$ cat src/rtl/mem_port_arbiter.sv
// rtl/mem_port_arbiter.sv - two-master arbiter for a single synchronous memory port
// One access per cycle, read data returned one cycle later, bounded bursts per master.
module mem_port_arbiter #(
    parameter int ADDR_W    = 32,
    parameter int DATA_W    = 32,
    parameter int MAX_BURST = 4
) (
    input  logic              clk,
    input  logic              resetn,
    input  logic              m0_req,
    input  logic              m0_we,
    input  logic [ADDR_W-1:0] m0_addr,
    input  logic [DATA_W-1:0] m0_wdata,
    output logic              m0_gnt,
    output logic              m0_rvalid,
    output logic [DATA_W-1:0] m0_rdata,
    input  logic              m1_req,
    input  logic              m1_we,
    input  logic [ADDR_W-1:0] m1_addr,
    input  logic [DATA_W-1:0] m1_wdata,
    output logic              m1_gnt,
    output logic              m1_rvalid,
    output logic [DATA_W-1:0] m1_rdata,
    output logic [ADDR_W-1:0] mem_address,
    output logic [DATA_W-1:0] mem_data_out,
    output logic              mem_we,
    input  logic [DATA_W-1:0] mem_data_in
);
    localparam int               CNT_W   = $clog2(MAX_BURST + 1);
    localparam logic [CNT_W-1:0] CNT_MAX = CNT_W'(MAX_BURST);
    localparam logic [CNT_W-1:0] CNT_ONE = CNT_W'(1);

    logic             last;
    logic             streak;
    logic [CNT_W-1:0] cnt;
    logic             rd_pend;
    logic             rd_who;
    logic             any_gnt;
    logic             winner;
    logic             sel_we;

    // The master that just used its burst allowance yields only when the other is waiting.
    always_comb begin
        any_gnt = (m0_req | m1_req) & resetn;
        winner  = 1'b0;
        if (m0_req && m1_req) begin
            if (streak && (cnt < CNT_MAX)) begin
                winner = last;
            end else begin
                winner = ~last;
            end
        end else if (m1_req) begin
            winner = 1'b1;
        end
    end

    assign m0_gnt = any_gnt & ~winner;
    assign m1_gnt = any_gnt & winner;

    always_comb begin
        mem_address  = '0;
        mem_data_out = '0;
        sel_we       = 1'b0;
        if (any_gnt) begin
            if (winner) begin
                mem_address  = m1_addr;
                mem_data_out = m1_wdata;
                sel_we       = m1_we;
            end else begin
                mem_address  = m0_addr;
                mem_data_out = m0_wdata;
                sel_we       = m0_we;
            end
        end
    end

    assign mem_we = sel_we & any_gnt;

    always_ff @(posedge clk or negedge resetn) begin
        if (!resetn) begin
            last    <= 1'b1;
            streak  <= 1'b0;
            cnt     <= '0;
            rd_pend <= 1'b0;
            rd_who  <= 1'b0;
        end else begin
            rd_pend <= any_gnt & ~sel_we;
            rd_who  <= winner;
            streak  <= any_gnt;
            if (!any_gnt) begin
                cnt <= '0;
            end else if (streak && (winner == last)) begin
                if (cnt < CNT_MAX) begin
                    cnt <= cnt + CNT_ONE;
                end
            end else begin
                cnt  <= CNT_ONE;
                last <= winner;
            end
        end
    end

    // Return path is gated by reset so an in-flight read vanishes the moment reset asserts.
    assign m0_rvalid = resetn & rd_pend & ~rd_who;
    assign m1_rvalid = resetn & rd_pend & rd_who;
    assign m0_rdata  = m0_rvalid ? mem_data_in : '0;
    assign m1_rdata  = m1_rvalid ? mem_data_in : '0;

endmodule

$ cat config.mk
export PLATFORM = sky130hd
export DESIGN_NAME = mem_port_arbiter
export DESIGN_NICKNAME = d
export VERILOG_FILES = /design/src/rtl/mem_port_arbiter.sv
export SDC_FILE = /design/constraint.sdc
export NUM_CORES = 1
export LEC_CHECK = 0
export CORE_AREA = 2 2 116 118
export DETAILED_ROUTE_END_ITERATION = 16
export DIE_AREA = 0 0 118 120
export GPL_ROUTABILITY_DRIVEN = 0
export SLEW_MARGIN = 25
export SYNTH_ARGS = -nofsm -noshare
export SYNTH_HDL_FRONTEND = slang
export SYNTH_SLANG_ARGS = --single-unit
$ cat constraint.sdc
create_clock -name clk -period 4.05 [get_ports clk]
set_clock_uncertainty 0.05 [all_clocks]
set_input_delay 1.215 -clock clk [delete_from_list [all_inputs] [get_ports clk]]
set_output_delay 1.215 -clock clk [all_outputs]
set_load 0.1 [all_outputs]
; Yosys cells after proc, flatten, opt, wreduce, memory -nomap -nowiden
; Cells that the tools add are included.
[op_classes]
addsub = 1
magnitude_cmp = 1
n_eq_ne = 2
muxes = 14
n_bitwise = 14
reduce_logical = 4
[op_table]
columns = cell, count
row1 = $mux W32, 6
row2 = $mux W3, 3
row3 = $and A1 B1 Y1, 8
row4 = $mux W1, 5
row5 = $not A1 Y1, 5
row6 = $add A3 B1 Y3 const B, 1
row7 = $logic_and A1 B1 Y1, 3
row8 = $lt A3 B3 Y1 const B, 1
row9 = $ne A3 B2 Y1 const B, 1
row10 = $reduce_and A2 Y1, 1
row11 = $eq A1 B1 Y1, 1
row12 = $or A1 B1 Y1, 1
[totals]
reg_bits = 7
wordCells = 41

; Logic depth before layout (Yosys ltp)
[depth]
depth_word = 8
mapped_depth = 7
mapped_depth_nobuf = 4

; Worst setup path after synthesis
; Ideal clock, no wire load.
[synth_timing]
kind = input to output
start = input port resetn
end = output port mem_address[10]
t_arrival_ps = 3385
setup_slack_ps = -600
cell_stages = 4
cell_sequence = nand2_1 a21oi_1 clkbuf_1 a22o_1
[synth_via]
elab_chain_cells = 2
[synth_rtl]
columns = item, line_no
row1 = start: declaration, 9  ; input logic resetn,
row2 = $and A1 B1 Y1, 44  ; any_gnt = (m0_req | m1_req) & resetn;
row3 = $mux W32, 64  ; if (any_gnt) begin
row4 = end: declaration, 24  ; output logic [ADDR_W-1:0] mem_address,
; Every way passes these cells.

; Worst setup path in the final report
[layout_timing]
start = input port m0_req
end = output port mem_data_out[19]
[layout_via]
elab_chain_cells = 4
[layout_rtl]
columns = item, line_no
row1 = start: declaration, 10  ; input logic m0_req,
row2 = $logic_and A1 B1 Y1, 46  ; if (m0_req && m1_req) begin
row3 = $mux W1, 46
row4 = via winner, 39  ; logic winner;
row5 = $mux W32, 65  ; if (winner) begin
row6 = $mux W32, 64
row7 = end: declaration, 25  ; output logic [DATA_W-1:0] mem_data_out,
; The timed path passes the listed nets, and every way through them passes these cells.

==> out/results.env <==
STATUS='finished, final reports clean'
ARRIVAL_NS=2.69
DRT_WL_TOTAL_UM=10720
GRT_MAX_DEGREE=35
CPPEAKSTAGEDELAY_NS=0.34
CTS_TREE='built'
CORE_UM2=12980
COMB_POWER_SHARE=0.822
POST-LAYOUT-TOTAL-POWER_uW=1397
FLOORPLAN.DIE.HEIGHT_UM=120
YS_FF_LATCH=7
WORSTHOLDPATHTYPE='reg2reg'
POST-ROUTE-MIN-PERIOD_NS=3.955
SYNTHDOMINANTAREACELLTYPE='a22o_1'
FLOORPLAN.ROWS=42
YS_TOP_CELLS_BY_AREA='a22o_1 (39%), and2_1 (27%), dfrtp_1 (10%)'
ROUTE.DETAILED.WL_PER_INST_UM=16.28
FIRST_ITER_VIOLATIONS=65
POST_SYNTH_INST_COUNT=186
NETLIST_TOP_CELLS_COUNT='a22o_1 (65), and2_1 (64), clkbuf_1 (8), buf_2 (7), dfrtp_1 (6)'
SYNTH-WARNING-COUNT=0
HTREEDEPTH=1
SYNTH_SEQUENTIAL_AREA_RATIO=0.1197
CELLPOWERDENSITY_nW_PER_UM2=223.3
MAPPEDNETLISTNETS=353
AREAGROWTHSYNTHTOFINISH_PCT=324.4
WORST_SLEW_PIN_SLEW_NS=0.4591
UNREPAIRED_SETUP_ENDPOINTS_AFTER_GLOBAL_ROUTING='false'
LAYOUT_WORST_PATH_CYCLE_SHARE=0.9764
SYNTHDOMINANTCELLAREASHARE=0.3862
UTILIZATION_OF_THE_CORE_AFTER_ROUTING=0.4820
PRE_CTS_WS_NS=-0.1616
CRITPATHLAUNCHTYPE='primary input'
NUMBER_OF_HOLD_BUFFERS_ADDED_AFTER_CTS=0
CELL_CHAIN_OF_THE_CRITICAL_PATH='dlygate4sd2_1, nand2_1, o211a_4, and2_4, buf_12, a22o_1, buf_12'
POWER.SHARE.SEQUENTIAL=0.058
CTS_ROOT_BUF='clkbuf_16'
NETSWITCHINGPOWER_uW=710.5
DR_TOTAL_VIAS=2655
TIMING.FMAX_GHz=0.2529
SETUP_VIOLATIONS=0
CLOCK_INSERTION_DELAY_WORST_SKEW_NS=0.23
ANTENNA_DIODE_COUNT=0
CP.REQUIRED_NS=2.78
DRT_DRC_VIOLATIONS_LEFT=0
P_LEAK_uW=0.002543
ASYNC_RESET_FF_FRAC=1.000
CLK_PIN_SLEW_WORST_PATHS_NS=0.04
GRT.MET2_USAGE=0.2805
IRDROPWORSTVDD_mV=0.1209
GRT_PASS1_VIAS=2742
CRIT_PATH_END_KIND='output pin'
NUM_IO_PINS=299
FLIP_FLOP_CELL_WITH_THE_HIGHEST_COUNT_AFTER_SYNTHESIS='dfrtp_1'
TIMING.FINAL.MAX_SLEW_VIOLATIONS=0
CRITPATHMAXFANOUT=33
CLOCK_SINKS=7
POST_ROUTE_CELLS_DRIVE_ABOVE_1_SHARE=0.3776
SEQ_AREA_UM2=176.4
TOTALNEGATIVESETUPSLACK_NS=0
NUMCTSBUFFERS=3
SETUP_WS_NS=0.09541
GLOBAL_ROUTE.OVERFLOW_TOTAL=0
CLOCKPOWERSHARE=0.120
CLOCK_TREE.BUFFER_DEPTH=2
FINALHOLDVIOLATIONS=0
DESIGN.DIE.AREA_UM2=14160
MULTIINPUTGATEAREA_UM2=1205
GRT_PASS1_WL_UM=15770
ANTENNA_FOUND_INITIAL=0
POWER.SWITCHING_FRACTION=0.5086
DRT_PASS1_ITERATIONS=6
ANTENNA_VIOLATING_NETS_POST_ROUTE=0
INTERNAL_POWER_uW=686.5
GRT_UTIL_MET1=0.1543
PLACEMENT.IO_BUFFERS=298
FILLER_CELL_COUNT=1173
TIMING.MAX_SLEW.REL_SLACK=0.6907
SYNTHMOSTINSTANTIATEDCELL='a22o_1'
DIEWIDTH_UM=118
GROUTE.USAGE.OVERALL=0.1417
SYNTH_EDF_COUNT=0
SYN_AREA_UM2=1474
TIMING.CRITICAL_PATH.SLOWEST_STAGE_CELL='dlygate4sd2_1'
INITIAL_STANDARD_CELL_UTILIZATION_OF_THE_CORE=0.1136
SYNTH_CELL_TYPES=25
PLACE_HPWL_UM=9271
FINALNETCOUNT=650
TIMING.MAX_CAP.VIOLATIONS=0
SYN-MEAN-INSTANCE-AREA_UM2=7.924
AVGVIACOUNTPERCELL=4.035
TIMING.SETUP.CRITICAL_PATH_CLASS='in2out'
GRT_MOST_USED_LAYER='met2'
CRITICAL-PATH-TOP-CELL-BY-COUNT='buf_12'
MET3_USAGE_IN_GLOBAL_ROUTING=0.03517
-- metrics by stage --
stage | area, µm² | cells | hold slack, ns
2_1_floorplan | 1510 | 186 | 0.4434
3_3_place_gp | 6081 | 650 | 0.4580
3_5_place_dp | 6081 | 650 | 0.4710
4_1_cts | 6256 | 658 | 0.4789
5_1_grt | 6256 | 658 | 0.5199
6_report | 6256 | 658 | 0.4716
-- layout by cell type, fill, tap and decap left out, types with 3 or more instances in the layout --
master / netlist / layout
clkbuf_16: 0 / 3
nand2_1: 3 / 3
and2_1: 64 / 46
clkdlybuf4s50_1: 0 / 162
nor2_1: 5 / 5
dlygate4sd2_1: 0 / 3
o21ai_0: 3 / 3
a22o_1: 65 / 57
a22o_2: 0 / 8
and2_2: 0 / 18
buf_12: 0 / 141
buf_4: 1 / 5
dfrtp_1: 6 / 6
-- cell families (layout without fill, tap and decap cells) --
group                      after synthesis  count (layout)  synth area share
buffers and inverters                   23             319           0.09253
DFF                                      7               7            0.1197
adders and majority gates                1               1          0.008488
xor gates and xnor gates                 2               2           0.01189
muxes                                    2               2           0.01358
AOI/OAI and AO/OA                       74              74            0.4338
and+or+nand+nor                         77              77            0.3200
-- flip-flops by register name (all words and copies together), names as in the netlist --
name / flops
cnt: 3
rd_pend: 1
streak: 1
last: 1
rd_who: 1
-- final timing paths --
| kind | start | cells past startpoint | slack, ns | end |
|---|---|---|---|---|
| setup / recovery | m0_req | 7 | 0.1 | mem_data_out[19] |
| hold / removal | cnt[1] | 2 | 0.47 | cnt[1] |
| setup reg to reg | last | 5 | 2.51 | last |
| hold reg to reg | cnt[1] | 2 | 0.47 | cnt[1] |
| max in group asynchronous | resetn | 2 | 2.68 | last |
| min in group asynchronous | resetn | 2 | 1.08 | rd_pend |
-- metal layers --
metal  up-vias  share of wire  wire [µm]
met3        10          0.074        795
met2       139           0.57       6085
li1       1280              -          -
met4         0          0.010        108
met1      1226           0.35       3725
met5         -              0          0
-- worst max-delay path, delay by kind of cell --
kind	cells	cell delay, ns
compound gates	2	0.48
buf+inv	3	0.68
simple gates	2	0.28
-- repair_timing --
action,in CTS,in global routing
resized for setup,4,0
setup buffers,2,0
endpoints found under the setup margin,65,0
-- layout make-up --
cell class              instances  area share
clock buffers                   4     0.01260
inverters                       2    0.001200
multi-input cells             156      0.1926
flip-flops and latches          7     0.02820
well taps                     176     0.03520
repair buffers                313      0.7302
-- power groups by stage --
stage                     clock, µW  combinational (µW)  sequential (µW)
after CTS                       171                1160             81.0
after floorplan                   0                 614             80.7
after global routing            173                1180             82.4
after global placement            0                1130             81.4
after detailed placement          0                1140             81.8
final                           168                1150             81.0
No activity file was read; power rests on OpenSTA's default activity.
